`src/rtl/uart_rx_fifo.sv`:
```
// UART 8N1 receiver with a show-ahead receive FIFO.
// The serial line is synchronised, framed by a small FSM that samples mid-bit,
// and every good byte is pushed into a FIFO the host drains with rd_en/rx_empty.
// frame_err flags a stop bit sampled low; overrun flags a good byte lost to a full FIFO.
module uart_rx_fifo #(
  parameter int CLKS_PER_BIT = 16,
  parameter int FIFO_DEPTH   = 16
) (
  input  logic       clk,
  input  logic       reset,
  input  logic       rx,
  input  logic       rd_en,
  output logic [7:0] d_out,
  output logic       rx_empty,
  output logic       rx_full,
  output logic       frame_err,
  output logic       overrun
);

  localparam int CW    = $clog2(CLKS_PER_BIT);
  localparam int AW    = $clog2(FIFO_DEPTH);
  localparam int CNT_W = AW + 1;

  localparam logic [CW-1:0]    HALF_LAST = CW'(CLKS_PER_BIT / 2 - 1);
  localparam logic [CW-1:0]    BIT_LAST  = CW'(CLKS_PER_BIT - 1);
  localparam logic [CNT_W-1:0] FULL_CNT  = CNT_W'(FIFO_DEPTH);

  typedef enum logic [2:0] {
    S_IDLE,
    S_START,
    S_DATA,
    S_STOP,
    S_BREAK
  } state_e;

  // Synchroniser
  logic rx_meta_q, rx_s_q;

  // Framing FSM
  state_e        state_q, state_d;
  logic [CW-1:0] cnt_q, cnt_d;
  logic [2:0]    idx_q, idx_d;
  logic [7:0]    shift_q, shift_d;
  logic          frame_err_q, frame_err_d;
  logic          overrun_q, overrun_d;
  logic          push;

  // FIFO
  logic [7:0]       mem_q [FIFO_DEPTH];
  logic [AW-1:0]    wr_ptr_q, rd_ptr_q;
  logic [CNT_W-1:0] count_q, count_d;
  logic             pop;

  // Two-flop synchroniser; the line idles high so reset loads 1.
  // NOTE: non-blocking assignments make both flops sample pre-edge values, forming a true 2-stage chain.
  always_ff @(posedge clk or negedge reset) begin
    if (!reset) begin
      rx_meta_q <= 1'b1;
      rx_s_q    <= 1'b1;
    end else begin
      rx_meta_q <= rx;
      rx_s_q    <= rx_meta_q;
    end
  end

  // FSM state, bit timing and shift register.
  always_ff @(posedge clk or negedge reset) begin
    if (!reset) begin
      state_q     <= S_IDLE;
      cnt_q       <= '0;
      idx_q       <= '0;
      shift_q     <= '0;
      frame_err_q <= 1'b0;
      overrun_q   <= 1'b0;
    end else begin
      state_q     <= state_d;
      cnt_q       <= cnt_d;
      idx_q       <= idx_d;
      shift_q     <= shift_d;
      frame_err_q <= frame_err_d;
      overrun_q   <= overrun_d;
    end
  end

  // Next-state logic: mid-bit sampling of start, data and stop bits.
  always_comb begin
    // NOTE: every signal gets a default first so no path leaves it unassigned and no latch is inferred.
    state_d     = state_q;
    cnt_d       = cnt_q;
    idx_d       = idx_q;
    shift_d     = shift_q;
    frame_err_d = 1'b0;
    overrun_d   = 1'b0;
    push        = 1'b0;

    unique case (state_q)
      S_IDLE: begin
        if (!rx_s_q) begin
          state_d = S_START;
          cnt_d   = '0;
        end
      end
      S_START: begin
        if (cnt_q == HALF_LAST) begin
          if (!rx_s_q) begin
            state_d = S_DATA;
            cnt_d   = '0;
            idx_d   = '0;
          end else begin
            state_d = S_IDLE;  // glitch: line back high before mid start bit
          end
        end else begin
          cnt_d = cnt_q + CW'(1);
        end
      end
      S_DATA: begin
        if (cnt_q == BIT_LAST) begin
          cnt_d          = '0;
          shift_d[idx_q] = rx_s_q;
          if (idx_q == 3'd7) begin
            state_d = S_STOP;
          end else begin
            idx_d = idx_q + 3'd1;
          end
        end else begin
          cnt_d = cnt_q + CW'(1);
        end
      end
      S_STOP: begin
        if (cnt_q == BIT_LAST) begin
          cnt_d = '0;
          if (rx_s_q) begin
            state_d = S_IDLE;
            // A same-cycle pop frees the slot, so a full FIFO still accepts.
            if (!rx_full || rd_en) begin
              push = 1'b1;
            end else begin
              overrun_d = 1'b1;
            end
          end else begin
            frame_err_d = 1'b1;
            state_d     = S_BREAK;
          end
        end else begin
          cnt_d = cnt_q + CW'(1);
        end
      end
      S_BREAK: begin
        if (rx_s_q) begin
          state_d = S_IDLE;
        end
      end
      default: state_d = S_IDLE;
    endcase
  end

  assign pop = rd_en && !rx_empty;

  // Occupancy update; simultaneous push and pop leave it unchanged.
  always_comb begin
    count_d = count_q;
    unique case ({push, pop})
      2'b10:   count_d = count_q + CNT_W'(1);
      2'b01:   count_d = count_q - CNT_W'(1);
      default: count_d = count_q;
    endcase
  end

  // FIFO storage and pointers.
  always_ff @(posedge clk or negedge reset) begin
    if (!reset) begin
      // NOTE: storage is reset because d_out reads it combinationally and must show 00 after reset.
      mem_q    <= '{default: '0};
      wr_ptr_q <= '0;
      rd_ptr_q <= '0;
      count_q  <= '0;
    end else begin
      if (push) begin
        mem_q[wr_ptr_q] <= shift_q;
        wr_ptr_q        <= wr_ptr_q + AW'(1);
      end
      if (pop) begin
        rd_ptr_q <= rd_ptr_q + AW'(1);
      end
      count_q <= count_d;
    end
  end

  assign d_out     = mem_q[rd_ptr_q];
  assign rx_empty  = (count_q == '0);
  assign rx_full   = (count_q == FULL_CNT);
  assign frame_err = frame_err_q;
  assign overrun   = overrun_q;

endmodule
```
`config.mk`:
```
export PLATFORM = sky130hd
export DESIGN_NAME = uart_rx_fifo
export DESIGN_NICKNAME = d
export VERILOG_FILES = /design/src/rtl/uart_rx_fifo.sv
export SDC_FILE = /design/constraint.sdc
export NUM_CORES = 1
export LEC_CHECK = 0
export BUFFER_PORTS_ARGS = -buffer_cell sky130_fd_sc_hd__buf_2
export CORE_ASPECT_RATIO = 1.5
export CORE_MARGIN = 5
export CORE_UTILIZATION = 35
export DETAILED_ROUTE_END_ITERATION = 12
export PLACE_DENSITY = 0.56
export REMOVE_ABC_BUFFERS = 1
export SLEW_MARGIN = 20
export SYNTH_ARGS = -nofsm -noshare
export SYNTH_HDL_FRONTEND = slang
export SYNTH_SLANG_ARGS = --single-unit
```
`constraint.sdc`:
```
create_clock -name clk -period 7.55 [get_ports clk]
set_clock_uncertainty 0.15 [all_clocks]
set_input_delay 0.755 -clock clk [delete_from_list [all_inputs] [get_ports clk]]
set_output_delay 0.755 -clock clk [all_outputs]
set_load 0.1 [all_outputs]
```
Word-level counts from Yosys, hierarchy flattened
Cells that the tools add are included.
{ "totals": {"register_bits": 163, "output_inout_bits": 12} }
{ "op_classes": {"eq_ne": 18, "reduce_logical": 15, "mux": 39, "addsub": 6, "n_bitwise": 2, "n_lt_le_gt_ge": 5} }
{ "op_table": {"columns": ["cell", "count"], "rows": [
  ["128-bit bitwise mux", 1],
  ["3-bit 2-to-1 mux", 11],
  ["8-bit binary-select mux with 4-bit select", 1],
  ["8-bit demux with 4-bit select", 1],
  ["8-bit 2-to-1 mux", 3],
  ["2-bit inequality test, second input constant", 8],
  ["3-bit case mux with 5 select lines", 1],
  ["4-bit by 1-bit adder with 4-bit output, second input constant", 3],
  ["1-bit 2-to-1 mux", 12],
  ["4-bit 2-to-1 mux", 3],
  ["4-bit case mux with 3 select lines", 1],
  ["5-bit greater-or-equal comparator, second input constant", 2],
  ["4-bit NOT with 5-bit output", 2],
  ["5-bit case mux with 2 select lines", 1],
  ["8-bit bitwise mux", 1],
  ["3-bit by 2-bit == test with 1-bit output, second input constant", 2],
  ["3-bit == test, second input constant", 2],
  ["3-bit case mux with 2 select lines", 1],
  ["6-bit AND reduction", 1],
  ["5-bit by 1-bit adder with 5-bit output, second input constant", 1],
  ["5-bit == test, second input constant", 1],
  ["5-bit zero test", 1],
  ["5-bit by 1-bit < comparator with 1-bit output, second input constant", 1],
  ["5-bit AND reduction", 1],
  ["other kinds (19)", 23]
]} }

Logic depth before layout (Yosys ltp)
Gate-level depths: netlist of the first run.
{ "logic_depth": {"word_depth": 9, "ltp_mapped": 11, "depth_no_buf": 11} }

Worst setup path after synthesis of the first run
No wires, ideal clock.
{ "synth_path": {"path_kind": "reg-to-output", "from": "register rd_ptr_q[0]", "to": "output d_out[3]", "slack_ns": 4.399, "n_path_buf": 2, "t_arrival_ns": 2.246, "path_stages_with_launch": 6, "cell_sequence": "dfrtp_1 clkbuf_1 buf_2 mux4_2 a22oi_1 nand2_1"} }
{ "synth_between": {"elab_chain_cells": 4} }
{ "synth_rtl": {"columns": ["item", "line_no", "text"], "rows": [
  ["from (decl)", "50", "logic [AW-1:0] wr_ptr_q, rd_ptr_q;"],
  ["from (signal assigned)", "183", "rd_ptr_q <= rd_ptr_q + AW'(1);"],
  ["4-bit NOT with 5-bit output (not written as such)", "189", "assign d_out = mem_q[rd_ptr_q];"],
  ["8-bit binary-select mux with 4-bit select", "189", null],
  ["8-bit 2-to-1 mux (not written as such) (2 in series)", "189", null],
  ["to (decl)", "13", "output logic [7:0] d_out,"]
]} }
Every way passes these cells. The select of a mux whose other input is x is not followed.

Worst setup path after layout of the first run
{ "layout_path": {"from": "register rd_ptr_q[0]", "to": "output d_out[0]"} }
The elaborated chain is that of the path after synthesis.

==> impl_results.md, run 1 <==
* Starting Density at 0.355
* CTS Hold Bufs at 0
* Number of flops mapped to enable cells by yosys at 0
* Worst Path Max Fanout at 25
* Setup TNS at 0 ps
* Core box area at 23100 um2
* Post-CTS Setup Repair Bufs at 0
* # rows at 68
* CP Capture Point: d_out[0]
* Clock sink total at 163
* Max cap viols at 0
* Number of DRC markers in iteration 0 at 224
* Reg2reg start: cnt_q[0]
* Most used flip-flop cell after synthesis: dfrtp_1
* Final WL at 18.1 mm
* Routed Antenna Nets at 0
* Maximum vdd drop at around 0.00017 V
* Vias in the first global route at between 4000 and 5000
* CP Launch Type: flip-flop
* Most frequent cells in the layout: dfrtp_1, mux2_4, mux2_2
* Crit end category: output port
* CP cell instances: buf_4 > mux4_2 > a22oi_1 > nand2_1 > buf_2
* Grt total ovfl at 0
* CP required at 6640 ps
* Placed inst area at between 8000 and 9000 um2
* Commonest non-fill, non-tap cell in the layout: dfrtp_1
* CTS tree: built
* CTS Buffer Depth at 2
* Post-synthesis async set-or-reset flop share at 1.00
* FF-to-FF End: count_q[4]
* Global placement routability congestion at 0.755
* # DRC at 0
* Clock-pin slew on the worst setup and hold paths at roughly 70 ps
* Synthesized instance count at 560
* Die Ht at a little under 200 um
* Tot GR Track Use at 0.142
* Die area at 26600 um2
* Post-CTS sizing at 0
* H-tree levels at 4
* Max Clock Freq at approximately 270 MHz
* Worst-case reg-to-reg path depth at 10
* Final setup viols at 0
* Synthesis Warnings at 0
* Worst setup margin at ~3900 ps
* CP arrival at roughly 2700 ps
* Number of port buffers at 15
* Slowest cell on the critical path: mux4_2
* Status: complete, no violations
* CP max stage delay at 590 ps
* HPWL Detailed at roughly 12 mm
* Relative slew slack at 0.313
* Crit path kind: flip-flop to output port
* Antenna diode count at 0
* Final slew viol count at 0
* Worst skew pair latency at 430 ps
* TritonCTS Buffers at 17
* Largest net degree at the start of global routing at 101
* Final hold vios at 0
* Vias per inst at 5.14
* Cell Pwr Density at roughly 260 nW/um2
* Detailed-route via count at approximately 4600
* Synth area leader: dfrtp_1
* CP startpoint: rd_ptr_q[0]
* Syn_area_per_cell at 14.6 um2
* Yosys top cell area share at 0.492
* DRT Pass-1 Iters at 4
* DP Cell Count at 864
* Leak Pwr at a little over 4 nW
* Final nets at between 500 and 600
* Root Driver: clkbuf_16
* Final min period at 3650 ps
* Area Growth Syn to Fin at 12.1%
* Finished Layout Cells at 897
* Initial antenna violation count at 0
* Seq cells post-synth at 163
* Die X at 135 um
* Final instance area at between 9000 and 10000 um2
* Synth cell types at between 40 and 50
* RSZ-0062 raised after global routing: no
* Reg2Reg Setup Slack at 4310 ps
* Share of layout cells above drive strength 1 at 0.426
* Cell Area, Synth at between 8000 and 9000 um2
* Drt wl/cell at 20.1 um
* IO Pins at 16
* Final Cycle Share at 0.483
* Top post-synthesis cells by area: dfrtp_1, mux2_4, mux2_2
* Place WS at between 4000 and 5000 ps
* HP Class: primary input to asynchronous set/reset pin
* First-pass GRT wire length at 28.8 mm
* Slew @ Worst Pin at about 1000 ps
* Post-synthesis sequential area ratio at 0.499
[kinds of logic (layout without fill, tap and decap cells)]
group                      Yosys count  after routing  synth area share
AOI/OAI and AO/OA                   43             43            0.0367
and+or+nand+nor                    109            109            0.0868
buffers and inverters               46             68            0.0275
adders and majority gates           13             13            0.0208
DFF                                163            163             0.499
xor gates and xnor gates             9              9           0.00963
muxes                              177            177             0.320
[layer usage]
layer / share of wire / global-route usage / vias to the layer above / wire [um]
li1: - / - / 2085 / -
met1: 0.42 / 0.169 / 2441 / 7510
met2: 0.54 / 0.255 / 64 / 9740
met4: 0.020 / 0.0506 / 0 / 363
met3: 0.025 / 0.0270 / 23 / 452
met5: 0 / 0 / - / 0
[per-stage QoR]
step,power [mW],utilization,hold WS (ps)
CTS,2.39,0.397,207
finish,2.36,0.398,84.7
global route,2.47,0.398,96.1
detailed placement,1.49,0.371,197
floorplan,1.33,-,195
global placement,1.47,0.371,196
[critical path, delay by kind of cell, from the launching register on]
| family | cells | cell delay, ps |
|---|---|---|
| compound gates | 1 | 230 |
| buf+inv | 2 | 830 |
| flops | 1 | 580 |
| mux | 1 | 590 |
| simple gates | 1 | 80 |
[where the power goes]
part | internal [mW] | switching, mW
Sequential | 0.919 | 0.0853
Combinational | 0.186 | 0.275
Clock | 0.546 | 0.347
[area by class of cell]
type / instances / area (um2)
multi-input combinational: 351 / 3880
inverter: 13 / 48.8
clock buffer: 23 / 478
sequential: 163 / 4080
clock inverter: 9 / 129
tap: 315 / 394
fill: 2140 / 13900
timing repair buffer: 23 / 161
[Yosys cell counts, types with 3 or more instances]
library cell,instances
dfrtp_1,161
mux2_4,72
mux2_2,68
mux4_2,32
nand2_1,27
a22oi_1,16
clkbuf_1,16
nand3_1,14
inv_1,13
ha_1,12
nor2_1,10
nor2b_1,10
buf_1,9
nor3_4,9
nor3_2,7
a21oi_1,6
nor3_1,6
xnor2_1,6
and3_1,5
mux2i_1,5
and2_1,4
buf_2,4
o21ai_0,4
nand4_1,3
o22ai_1,3
o311ai_0,3
or3_1,3
xor2_1,3
[flip-flops by register name, summed over array words and instances (netlist names)]
signal and count:
mem_q 128, rx_s_q 1, state_q 3, shift_q 8, cnt_q 4, count_q 5, rx_meta_q 1, rd_ptr_q 4
overrun 1, idx_q 3, frame_err 1, wr_ptr_q 4
[worst min path at each step]
stage                       endpoint  cells past startpoint  slack [ps]      start
final                     mem_q[110]                      1          80      reset
after detailed placement      rx_s_q                      0         200  rx_meta_q
after CTS                     rx_s_q                      0         210  rx_meta_q
after floorplan               rx_s_q                      0         200  rx_meta_q
after global routing      mem_q[110]                      1         100      reset
after global placement        rx_s_q                      0         200  rx_meta_q
No activity file was read; power rests on OpenSTA's default activity.
==> run 2, diff against run 1 <==
Settings changed: PLACE_DENSITY 0.56 to 0.57.
Clock period 7.55 ns to 3.1 ns, I/O delays scaled along.
==> impl_results.md, run 2 (synthesis results as in run 1) <==
* Status: complete, no violations
* Die Ht at 197 um (unchanged)
* CP required at 3230 ps (-3410 ps)
* IO Pins at 16 (unchanged)
* TritonCTS Buffers at 17 (unchanged)
* Antenna diode count at 0 (unchanged)
* Final min period at between 2000 and 3000 ps
* CP Launch Type: flip-flop
* Crit path kind: flip-flop to flip-flop
* Met2 wire len at 8.78 mm (-9.8%)
* Crit end category: flip-flop
* First-pass GRT wire length at 28.9 mm (+0.50%)
* Placed inst area at 8640 um2 (+1.1%)
* RSZ-0062 raised after global routing: no
* Most flops, register: mem_q
* H-tree levels at 4 (unchanged)
* Grt total ovfl at 0 (unchanged)
* Final Cycle Share at 0.955
* Commonest non-fill, non-tap cell in the layout: dfrtp_1
* Routed Antenna Nets at 0 (unchanged)
* Sw frac at 0.305 (+0.00508)
* Max cap viols at 0 (unchanged)
* Pwr Total at 5.81 mW (+150%)
* Number of DRC markers in iteration 0 at 228 (+1.8%)
* Die X at 135 um (unchanged)
* Worst Path Max Fanout at 5 (-80%)
* Largest regs: mem_q: 128 flops, shift_q: 8 flops, count_q: 5 flops
* Final hold vios at 0 (unchanged)
* DR WL met3 at 461 um (+2.0%)
* Slew @ Worst Pin at 899 ps (-130 ps)
* Detailed-route via count at 4691 (+1.7%)
* Final WL at 17.8 mm (-1.5%)
* Seq pwr share at 0.418 (-0.008)
* Final instance area at 9280 um2 (+1.1%)
* Root Driver: clkbuf_16
* Max Clock Freq at ~340 MHz
* Initial antenna violation count at 0 (unchanged)
* Final nets at 595 (+1.5%)
* DRT Pass-1 Iters at 5 (+1)
* Global placement routability congestion at 0.784 (+3.9%)
* Area Growth Syn to Fin at 13.3%
* HP Class: flip-flop to flip-flop
* Most frequent cells in the layout: dfrtp_1, mux2_4, mux2_2
* Max FFs per register at 128 (unchanged)
* CP max stage delay at 570 ps (-20 ps)
* Combinational share of power at 0.216 (+0.020)
* CP cell instances: or4_4 > o21a_1 > ha_2 > ha_1 > nor2b_1 > o21a_1 > o311ai_0 > o311ai_0
* Final setup viols at 0 (unchanged)
* CP arrival at 3090 ps (+350 ps)
* Core box area at 23100 um2 (unchanged)
* Clock-pin slew on the worst setup and hold paths at 70 ps (about the same)
* # DRC at 0 (unchanged)
* # rows at 68 (unchanged)
* Worst skew pair latency at 430 ps (about the same)
* DP Cell Count at 872 (+0.93%)
* Pint at 4.04 mW (+140%)
* Tot GR Track Use at 0.143 (+0.000569)
* Finished Layout Cells at 906 (+1.0%)
* Cell Pwr Density at 626 nW/um2 (+140%)
* Die area at 26600 um2 (unchanged)
* Leak Pwr at 4.18 nW (+0.98%)
* Drt wl/cell at 19.6 um (-2.5%)
* Relative slew slack at 0.397 (+0.0845)
* Slowest cell on the critical path: or4_4
* Sw Pwr at 1.77 mW (+150%)
* Largest net degree at the start of global routing at 74 (-27%)
* CTS Buffer Depth at 2 (unchanged)
* Vias in the first global route at 5024 (+0.64%)
* Final slew viol count at 0 (unchanged)
* HPWL Detailed at 11.9 mm (+0.45%)
* Vias per inst at 5.18 (+0.68%)
* Starting Density at 0.355 (unchanged)
* Clock sink total at 163 (unchanged)
* Share of layout cells above drive strength 1 at 0.440 (+0.0138)
* Clk pwr share at 0.366 (-0.013)
* Number of port buffers at 15 (unchanged)
* Maximum vdd drop at 0.000411 V (+140%)
* Met1 Wirelength at 7.99 mm (+6.4%)
* CTS tree: built
* Top sig layer: met4
run 2: cell count changes in the layout (fill, tap and decap cells not counted), moves of 2 or more:
cell           change
inv_6              +2
buf_4              +4
clkinv_4           +2
buf_12             +3
clkinv_2           -2
dlygate4sd3_1      +2
run 2: power by group through the flow:
stage | logic, mW | registers [mW] | clock network [mW]
finish | 1.25 | 2.43 | 2.12
global route | 1.37 | 2.45 | 2.27
CTS | 1.27 | 2.43 | 2.18
detailed placement | 1.26 | 2.47 | 0
global placement | 1.21 | 2.45 | 0
floorplan | 0.698 | 2.55 | 0
run 2: critical path: cells and delay by family, from the launching register on:
family / cells / cell delay (ps)
flip-flops: 1 / 440
AND/OR/NAND/NOR: 2 / 750
AO/OA/AOI/OAI: 4 / 930
adder cells (fa/ha/maj): 2 / 550
run 2: repair_timing:
action / CTS / global route
gates resized for setup: 0 / 5
endpoints found under the hold margin: 69 / 0
hold buffers: 2 / 0
endpoints found under the setup margin: 0 / 2
setup buffers: 0 / 0
run 2: area by class of cell:
type,count,area [um2]
Timing Repair Buffer,32,255
Tap cell,315,394
Inverter,13,48.8
Clock inverter,10,124
Fill cell,2117,13800
Clock buffer,22,474
Multi-Input combinational cell,351,3900
Sequential cell,163,4080
run 2: routing by layer:
| metal | vias to the layer above | track usage |
|---|---|---|
| met2 | 80 | 0.235 |
| met4 | 0 | 0.0611 |
| li1 | 2098 | - |
| met5 | - | 0 |
| met3 | 30 | 0.0303 |
| met1 | 2483 | 0.182 |
run 2: path summary, 6_finish.rpt:
check	cells after the start	from	slack, ps	to
setup / recovery	8	count_q[0]	140	count_q[4]
min in group asynchronous	2	reset	310	mem_q[79]
setup reg to reg	8	count_q[0]	140	count_q[4]
hold / removal	0	rx_meta_q	210	rx_s_q
hold reg to reg	0	rx_meta_q	210	rx_s_q
max in group asynchronous	3	reset	1600	mem_q[18]
run 2: metrics by stage:
step	TNS (ps)	setup slack, ps	util	hold slack (ps)
after floorplan	-19960	-188	-	-136
after global placement	0	220	0.375	197
after detailed placement	0	47.7	0.375	204
after CTS	0	37.1	0.402	203
after global routing	0	42.0	0.402	211
final	0	139	0.402	214
